**src/rtl/arb_pkg.sv**
```systemverilog
// Shared types and widths for the one-hot round-robin arbiter.
package arb_pkg;

  localparam int REQ_W = 16;
  localparam int IDX_W = 4;

  typedef enum logic {
    IDLE = 1'b0,
    HOLD = 1'b1
  } state_e;

endpackage

```
**src/rtl/rr_pick.sv**
```systemverilog
// Combinational round-robin selector: first set request at or above ptr, wrapping 15->0.
module rr_pick
  import arb_pkg::*;
(
  input  logic [REQ_W-1:0] req,
  input  logic [IDX_W-1:0] ptr,
  output logic [REQ_W-1:0] gnt,
  output logic [IDX_W-1:0] idx,
  output logic             any
);

  logic [IDX_W-1:0] cand_s;

  // Scan downward in offset so the smallest offset from ptr is the last to win.
  always_comb begin
    idx    = {IDX_W{1'b0}};
    cand_s = {IDX_W{1'b0}};
    any    = |req;
    for (int i = REQ_W - 1; i >= 0; i--) begin
      cand_s = ptr + IDX_W'(i);
      idx    = req[cand_s] ? cand_s : idx;
    end
    gnt = any ? ({{(REQ_W-1){1'b0}}, 1'b1} << idx) : {REQ_W{1'b0}};
  end

endmodule

```
**src/rtl/onehot_rr_arbiter.sv**
```systemverilog
// Round-robin arbiter with a registered one-hot grant and valid/ready handshake.
// Define ONEHOT_ARB_IDX_EN to add the registered binary grant_idx output.
module onehot_rr_arbiter
  import arb_pkg::*;
#(
  parameter logic [IDX_W-1:0] PTR_RESET = 4'd0
)
(
  input  logic             clk,
  input  logic             rst_n,
  input  logic [REQ_W-1:0] req,
  input  logic             out_ready,
  output logic             out_valid,
  output logic [REQ_W-1:0] grant_onehot
`ifdef ONEHOT_ARB_IDX_EN
  ,
  output logic [IDX_W-1:0] grant_idx
`endif
);

  state_e           state_q;
  logic [IDX_W-1:0] ptr_q;
  logic [IDX_W-1:0] nxt_ptr_q;
  logic [REQ_W-1:0] grant_q;
`ifdef ONEHOT_ARB_IDX_EN
  logic [IDX_W-1:0] idx_q;
`endif

  logic             hs_s;
  logic [IDX_W-1:0] ptr_sel_s;
  logic [REQ_W-1:0] pick_gnt_s;
  logic [IDX_W-1:0] pick_idx_s;
  logic             pick_any_s;

  // On a handshake the pick must already use the advanced pointer to avoid a bubble.
  always_comb begin
    hs_s = (state_q == HOLD) && out_ready;
    if (hs_s) begin
      ptr_sel_s = nxt_ptr_q;
    end else begin
      ptr_sel_s = ptr_q;
    end
  end

  rr_pick u_pick (
    .req (req),
    .ptr (ptr_sel_s),
    .gnt (pick_gnt_s),
    .idx (pick_idx_s),
    .any (pick_any_s)
  );

  // Grant FSM: nxt_ptr_q remembers granted index + 1 so the pointer advances only on handshake.
  always_ff @(posedge clk or negedge rst_n) begin
    if (!rst_n) begin
      state_q   <= IDLE;
      ptr_q     <= PTR_RESET;
      nxt_ptr_q <= PTR_RESET;
      grant_q   <= {REQ_W{1'b0}};
`ifdef ONEHOT_ARB_IDX_EN
      idx_q     <= {IDX_W{1'b0}};
`endif
    end else begin
      case (state_q)
        IDLE: begin
          if (pick_any_s) begin
            state_q   <= HOLD;
            grant_q   <= pick_gnt_s;
            nxt_ptr_q <= pick_idx_s + 4'd1;
`ifdef ONEHOT_ARB_IDX_EN
            idx_q     <= pick_idx_s;
`endif
          end else begin
            state_q <= IDLE;
            grant_q <= {REQ_W{1'b0}};
          end
        end
        HOLD: begin
          if (hs_s) begin
            ptr_q <= nxt_ptr_q;
            if (pick_any_s) begin
              state_q   <= HOLD;
              grant_q   <= pick_gnt_s;
              nxt_ptr_q <= pick_idx_s + 4'd1;
`ifdef ONEHOT_ARB_IDX_EN
              idx_q     <= pick_idx_s;
`endif
            end else begin
              state_q <= IDLE;
              grant_q <= {REQ_W{1'b0}};
`ifdef ONEHOT_ARB_IDX_EN
              idx_q   <= {IDX_W{1'b0}};
`endif
            end
          end else begin
            state_q <= HOLD;
          end
        end
        default: begin
          state_q <= IDLE;
          grant_q <= {REQ_W{1'b0}};
        end
      endcase
    end
  end

  assign out_valid    = (state_q == HOLD);
  assign grant_onehot = grant_q;
`ifdef ONEHOT_ARB_IDX_EN
  assign grant_idx    = idx_q;
`endif

endmodule

```
**config.mk**
```make
export PLATFORM = sky130hd
export DESIGN_NAME = onehot_rr_arbiter
export DESIGN_NICKNAME = d
export VERILOG_FILES = /design/src/rtl/arb_pkg.sv /design/src/rtl/rr_pick.sv /design/src/rtl/onehot_rr_arbiter.sv
export SDC_FILE = /design/constraint.sdc
export NUM_CORES = 1
export LEC_CHECK = 0
export BUFFER_PORTS_ARGS = -buffer_cell sky130_fd_sc_hd__buf_2
export CAP_MARGIN = 30
export CORE_ASPECT_RATIO = 1.75
export CORE_MARGIN = 8
export CORE_UTILIZATION = 50
export CTS_BUF_LIST = sky130_fd_sc_hd__clkbuf_4
export CTS_CLUSTER_DIAMETER = 60
export DETAILED_ROUTE_END_ITERATION = 10
export GPL_TIMING_DRIVEN = 0
export PLACE_DENSITY_LB_ADDON = 0.3
export SLEW_MARGIN = 40
export SYNTH_ARGS = -nofsm -noshare
export SYNTH_HDL_FRONTEND = slang
export SYNTH_SLANG_ARGS = --single-unit
```
**constraint.sdc**
```tcl
create_clock -name clk -period 6.62 [get_ports clk]
set_input_delay 0.993 -clock clk [delete_from_list [all_inputs] [get_ports clk]]
set_output_delay 0.993 -clock clk [all_outputs]
set_load 0.01 [all_outputs]
```
==> impl_metrics.json, run 1 <==
{
  "drc": 0,
  "worstReg2RegStart": "out_valid$_DFF_PN0_",
  "crit_arrival_ns": 6.24,
  "synth_top_flop_cell": "dfrtp_1",
  "syn_area_mm2": 0.00327,
  "layout_commonest_cell": "mux2i_1",
  "critPathKind": "input port to register",
  "hold_depth": 1,
  "ctsHoldBuffers": 0,
  "tns_ns": 0,
  "synth_cell_types": 77,
  "clock.fmax_ghz": 0.166,
  "grt-ovfl-total": 0,
  "rows": 39,
  "cts_tree": "yes",
  "rsz0062_at_grt": "no",
  "status": "finished, final reports clean",
  "min_to": "grant_onehot[6]$_DFFE_PN0N_",
  "layout-drive-gt1-share_pct": 23.4,
  "yosysTopAreaCellShare_pct": 19.2,
  "hold_path_class": "register to register",
  "finClkSkew_ns": 0.00502,
  "h-tree-depth": 1,
  "grt_max_degree": 26,
  "cap_violations": 0,
  "cts_setup_buffers": 0,
  "worst_setup_path_start_kind": "input port",
  "route.met2.wl_um": 5770,
  "wl_per_cell_um": 22.0,
  "ys_warn_count": 0,
  "slew_headroom_pct": 41.5,
  "synth_top_area_cell": "dfrtp_1",
  "cp_max_fo": 10,
  "dr_total_vias": 3387,
  "tightest_slew_ns": 0.873,
  "drt-total-wl_um": 10900,
  "firstDrtPassIters": 5,
  "initial_utilization_pct": 50.7,
  "grt_pass1_wl_um": 17200,
  "wl_met1_um": 3960,
  "synth_seq_cells": 25,
  "coreArea_mm2": 0.00644,
  "clk-insertion-delay-late_ns": 0.31,
  "nFillCells": 633,
  "areaGrowthSynthToFinish_pct": 9.43,
  "viasPerCell": 6.83,
  "crit_required_ns": 6.83,
  "fin_crit_sh_pct": 91.0,
  "finalSetupViolations": 0,
  "top_layer_used": "met4",
  "worstHoldStart": "grant_onehot[6]$_DFFE_PN0N_",
  "final_cell_mix": "mux2i_1 (40), buf_2 (39), dfrtp_1 (25)",
  "avgSynthCellArea_um2": 8.71,
  "clk_pin_slew_ns": 0.13,
  "netlist_instances": 375,
  "cts-root-buf": "clkbuf_4",
  "seq_area_frac_synth_pct": 19.2,
  "clockBufferDepth": 2,
  "io_pins": 36,
  "clock-sinks": 25,
  "place_hpwl_um": 8720,
  "reg2regPathDepth": 17,
  "synth_edf_count": 0,
  "netlist_top_cells_area": "dfrtp_1 (19%), mux2i_1 (12%), mux4_2 (5.5%)",
  "report.final.slew_viol_count": 0,
  "wl_met3_um": 475,
  "rrSetupSlack_ns": 0.91,
  "gp_congestion": 0.973,
  "async_flop_share_pct": 100,
  "antenna_found_initial": 0,
  "grt_pass1_vias": 3548,
  "syn_nets": 400,
  "port_buffers": 35,
  "die_w_um": 77.1,
  "critPathCaptureType": "register",
  "numCtsBuffers": 3,
  "fp.dieH_um": 123,
  "antenna_cells": 0,
  "fin_crit_ns": 6.02,
  "grt_util_all_layers_pct": 22.5,
  "cts_resized": 0,
  "final_net_count": 440,
  "hold_viol_final": 0,
  "drt_iter0_markers": 305,
  "r2r_end": "nxt_ptr_q[2]$_DFFE_PN0P_",
  "route.antenna.remaining_nets": 0,
  "die_area_mm2": 0.00948
}
worst max path at each step:
stage	cells after the start	endpoint	slack, ns	from
2_1_floorplan	17	nxt_ptr_q[2]$_DFFE_PN0P_	1.44	out_ready
5_1_grt	18	nxt_ptr_q[2]$_DFFE_PN0P_	0.29	out_ready
3_5_place_dp	18	nxt_ptr_q[2]$_DFFE_PN0P_	0.38	out_ready
6_report	18	nxt_ptr_q[2]$_DFFE_PN0P_	0.60	out_ready
4_1_cts	18	nxt_ptr_q[2]$_DFFE_PN0P_	0.71	out_ready
3_3_place_gp	18	nxt_ptr_q[2]$_DFFE_PN0P_	0.46	out_ready
registers in the layout, indices dropped and copies added (netlist names):
signal and count:
grant_onehot 16, out_valid 1, nxt_ptr_q 4, ptr_q 4
layer usage:
| layer | global-route usage, % | up-vias |
|---|---|---|
| met1 | 21.3 | 1617 |
| met2 | 44.0 | 170 |
| met4 | 16.5 | 0 |
| li1 | - | 1538 |
| met3 | 1.97 | 62 |
| met5 | 0 | - |
final cells by class:
class | count | area [µm²] | share of cell area, %
inverter | 16 | 62.6 | 1.75
tap | 82 | 103 | 2.87
multi-input combinational | 319 | 2500 | 69.9
timing repair buffer | 35 | 175 | 4.90
sequential | 25 | 626 | 17.5
clock buffer | 4 | 30.0 | 0.840
buffer | 15 | 80.1 | 2.24
cell families after synthesis:
logic type,count (synthesis),synth area share (%)
XOR/XNOR,12,3.45
AND/OR/NAND/NOR,113,19.3
buffers and inverters,31,4.37
AO/OA/AOI/OAI,123,27.4
adder cells (fa/ha/maj),6,2.30
flip-flops,25,19.2
multiplexers,65,24.1
Yosys cell counts (3+ instances only):
cell	count
a211o_1	4
a211oi_1	6
a21bo_2	3
a21oi_1	21
a22o_1	18
a22oi_1	3
a31oi_1	4
and2_1	7
and3_1	5
buf_1	3
buf_2	4
buf_4	3
clkbuf_1	4
dfrtp_1	25
ha_1	6
inv_1	11
inv_2	4
mux2_2	15
mux2i_1	40
mux4_2	8
nand2_1	21
nand2b_1	3
nand3_1	15
nor2_1	20
nor2b_1	7
nor3_1	13
nor4_1	5
o21ai_0	18
o21ai_1	3
o22ai_1	5
o32ai_1	3
xnor2_1	10
stage by stage:
stage / instance area, µm² / setup WS, ns / hold WS (ns) / cells / util, %
2_1_floorplan: 3270 / 1.44 / 0.504 / 375 / -
3_3_place_gp: 3540 / 0.459 / 0.482 / 492 / 55.0
3_5_place_dp: 3540 / 0.381 / 0.487 / 492 / 55.0
4_1_cts: 3570 / 0.712 / 0.525 / 496 / 55.5
5_1_grt: 3570 / 0.287 / 0.539 / 496 / 55.5
6_report: 3570 / 0.595 / 0.519 / 496 / 55.5
critical path: stages:
cell      delay (ns)
buf_2           0.14
buf_4           0.18
and3_1          0.23
nor2_2          0.31
inv_2           0.16
buf_1           0.31
ha_1            0.37
buf_1           0.50
mux4_2          0.70
mux2i_1         0.49
inv_1           0.11
o21ai_0         0.26
a211oi_1        0.08
nor3_1          0.24
o21ai_1         0.26
ha_1            0.32
ha_1            0.30
mux2_2          0.26
Power of run 1 is not shown: default switching activity piles up to over one toggle a cycle in this logic, so the estimate is an artifact.
==> run 2: changes to the inputs <==
--- a/config.mk
+++ b/config.mk
@@ -5,6 +5,7 @@
 export SDC_FILE = /design/constraint.sdc
 export NUM_CORES = 1
 export LEC_CHECK = 0
+export ABC_AREA = 1
 export BUFFER_PORTS_ARGS = -buffer_cell sky130_fd_sc_hd__buf_2
 export CAP_MARGIN = 30
 export CORE_ASPECT_RATIO = 1.75
@@ -15,6 +16,7 @@
 export DETAILED_ROUTE_END_ITERATION = 10
 export GPL_TIMING_DRIVEN = 0
 export PLACE_DENSITY_LB_ADDON = 0.3
+export RECOVER_POWER = 50
 export SLEW_MARGIN = 40
 export SYNTH_ARGS = -nofsm -noshare
 export SYNTH_HDL_FRONTEND = slang
==> run 2 against run 1 <==
Utilization barely moved. Flip-flop and latch count did not move. Via count fell by 0.92%. Design area fell by 9.5%. Critical path depth rose by 13. Synthesized cell count rose by 35%. Die area fell by 7.5%. Synthesized area fell by 9.0%. Wire length fell by 16%. Count of clock-buffer cells in the layout fell by 1. First-iteration DRC count fell by 60%.
==> impl_metrics.json, run 2 <==
{
  "io_pins": 36,
  "drt-total-wl_um": 9130,
  "dr_total_vias": 3356,
  "worst_setup_path_start_kind": "input port",
  "gp_congestion": 0.979,
  "hold_depth": 2,
  "synth-compound-area-share_pct": 12.0,
  "dp_cells": 619,
  "grt_pass1_vias": 3252,
  "crit_family": "simple AND/OR/NAND/NOR gates",
  "crit_arrival_ns": 5.39,
  "h-tree-depth": 1,
  "synth_edf_count": 0,
  "grt_pass1_wl_um": 15100,
  "synth_cell_types": 30,
  "yosysTopAreaCellShare_pct": 25.8,
  "netlist_top_cells_area": "nand2_1 (26%), dfrtp_1 (21%), nand3_1 (13%)",
  "numCtsBuffers": 3,
  "reg2regPathDepth": 31,
  "worstHoldStart": "grant_onehot[15]$_DFFE_PN0N_",
  "antenna_found_initial": 0,
  "coreArea_mm2": 0.00583,
  "nFillCells": 640,
  "status": "finished, final reports clean",
  "tightest_slew_ns": 1.31,
  "synthSimpleGateAreaFrac_pct": 51.9,
  "synthXorXnorAreaFrac_pct": 1.64,
  "critPathCaptureType": "register",
  "final_cell_mix": "nand2_1 (206), nand3_1 (80), inv_1 (53)",
  "drt_iter0_markers": 122,
  "initial_utilization_pct": 51.0,
  "synth_top_family_by_area": "simple AND/OR/NAND/NOR gates",
  "async_flop_share_pct": 100,
  "grt-ovfl-total": 0,
  "finClkSkew_ns": 0.000797,
  "ctsHoldBuffers": 0,
  "place_hpwl_um": 7620,
  "cts_resized": 0,
  "clockBufferDepth": 2,
  "netlist_instances": 507,
  "drc": 0,
  "finalSetupViolations": 0,
  "critPathMaxStageDelay_ns": 0.44,
  "worstReg2RegStart": "out_valid$_DFF_PN0_",
  "min_to": "grant_onehot[15]$_DFFE_PN0N_",
  "slew_headroom_pct": 12.4,
  "clk_pin_slew_ns": 0.13,
  "muxShareOfSynthArea_pct": 0,
  "grt_max_degree": 26,
  "synth_fa_ha_area_share_pct": 2.53,
  "yosysMostFrequentCell": "nand2_1",
  "seq_area_frac_synth_pct": 21.0,
  "fin_crit_ns": 5.15,
  "hold_path_class": "register to register",
  "cts-root-buf": "clkbuf_4",
  "die_area_mm2": 0.00877,
  "fp.dieH_um": 118,
  "layout-drive-gt1-share_pct": 16.0,
  "avgSynthCellArea_um2": 5.86,
  "areaGrowthSynthToFinish_pct": 8.84,
  "grt_util_all_layers_pct": 21.8,
  "antenna_cells": 0,
  "finalHoldWorstSlack_ns": 0.493,
  "cp_max_fo": 10,
  "route.antenna.remaining_nets": 0,
  "rsz0062_at_grt": "no",
  "final_net_count": 571,
  "synth_top_flop_cell": "dfrtp_1",
  "crit_required_ns": 6.86,
  "crit_path_top_delay_cell": "ha_1",
  "synth_top_area_cell": "nand2_1",
  "cts_setup_buffers": 0,
  "r2r_end": "nxt_ptr_q[2]$_DFFE_PN0P_",
  "ys_warn_count": 0,
  "cap_violations": 0,
  "rows": 37,
  "rrSetupSlack_ns": 1.99,
  "path_buf_inv": 6,
  "finalWorstSetupSlack_ns": 1.47,
  "hold_viol_final": 0,
  "cts_tree": "yes",
  "viasPerCell": 5.39,
  "largest_reg_flops": 16,
  "die_w_um": 74.3,
  "syn_nets": 532,
  "final_cells": 623,
  "synth_common_cells": "nand2_1 (204), nand3_1 (80), inv_1 (53)",
  "clock-sinks": 25,
  "critPathKind": "input port to register",
  "tns_ns": 0,
  "synth_seq_cells": 25,
  "clk-insertion-delay-late_ns": 0.33,
  "firstDrtPassIters": 5,
  "fin_crit_sh_pct": 77.9,
  "place_ws_ns": 1.72,
  "syn_area_mm2": 0.00297,
  "layout_commonest_cell": "nand2_1",
  "cpMostUsedCell": "nand2_1",
  "port_buffers": 34,
  "clock.fmax_ghz": 0.194,
  "report.final.slew_viol_count": 0,
  "wl_per_cell_um": 14.7
}
[run 2: kinds of logic after synthesis]
group / count (synthesis)
simple gates: 335
buf+inv: 71
compound gates: 67
flops: 25
fa+ha+maj: 6
xor+xnor: 3
[run 2: worst max-delay path by stage]
stage / endpoint / cells after the start / startpoint
global route: nxt_ptr_q[2]$_DFFE_PN0P_ / 31 / out_ready
global placement: nxt_ptr_q[2]$_DFFE_PN0P_ / 31 / out_ready
floorplan: nxt_ptr_q[2]$_DFFE_PN0P_ / 31 / out_ready
CTS: nxt_ptr_q[2]$_DFFE_PN0P_ / 31 / out_ready
detailed placement: nxt_ptr_q[2]$_DFFE_PN0P_ / 30 / out_ready
finish: nxt_ptr_q[2]$_DFFE_PN0P_ / 31 / out_ready
[run 2: metrics by stage]
stage	utilization, %	instance area (µm²)
floorplan	-	2970
global route	55.5	3240
global placement	55.6	3240
CTS	56.0	3270
detailed placement	55.6	3240
finish	55.5	3240
[run 2: layout make-up]
class	count	area (µm²)	share of cell area, %
buffer	12	95.1	2.94
clock inverter	1	5.00	0.155
tap	78	97.6	3.02
multi-input combinational	411	2000	61.9
timing repair buffer	34	164	5.07
inverter	59	221	6.84
sequential	25	626	19.3
clock buffer	3	22.5	0.696
[run 2: worst reg2reg max path: cells and delay by family (launching register included)]
family	cells	cell delay (ns)
compound gates	2	0.54
buf+inv	6	0.93
fa+ha+maj	3	0.89
simple gates	20	1.78
flops	1	0.41
[run 2: routing by layer]
layer / track usage, % / up-vias / share of wire, %
met1: 20.9 / 1500 / 35
met5: 0 / - / 0
met3: 1.71 / 38 / 4.5
li1: - / 1710 / -
met4: 17.4 / 0 / 7.0
met2: 39.6 / 108 / 54
Power of run 2 is left out for the same reason.
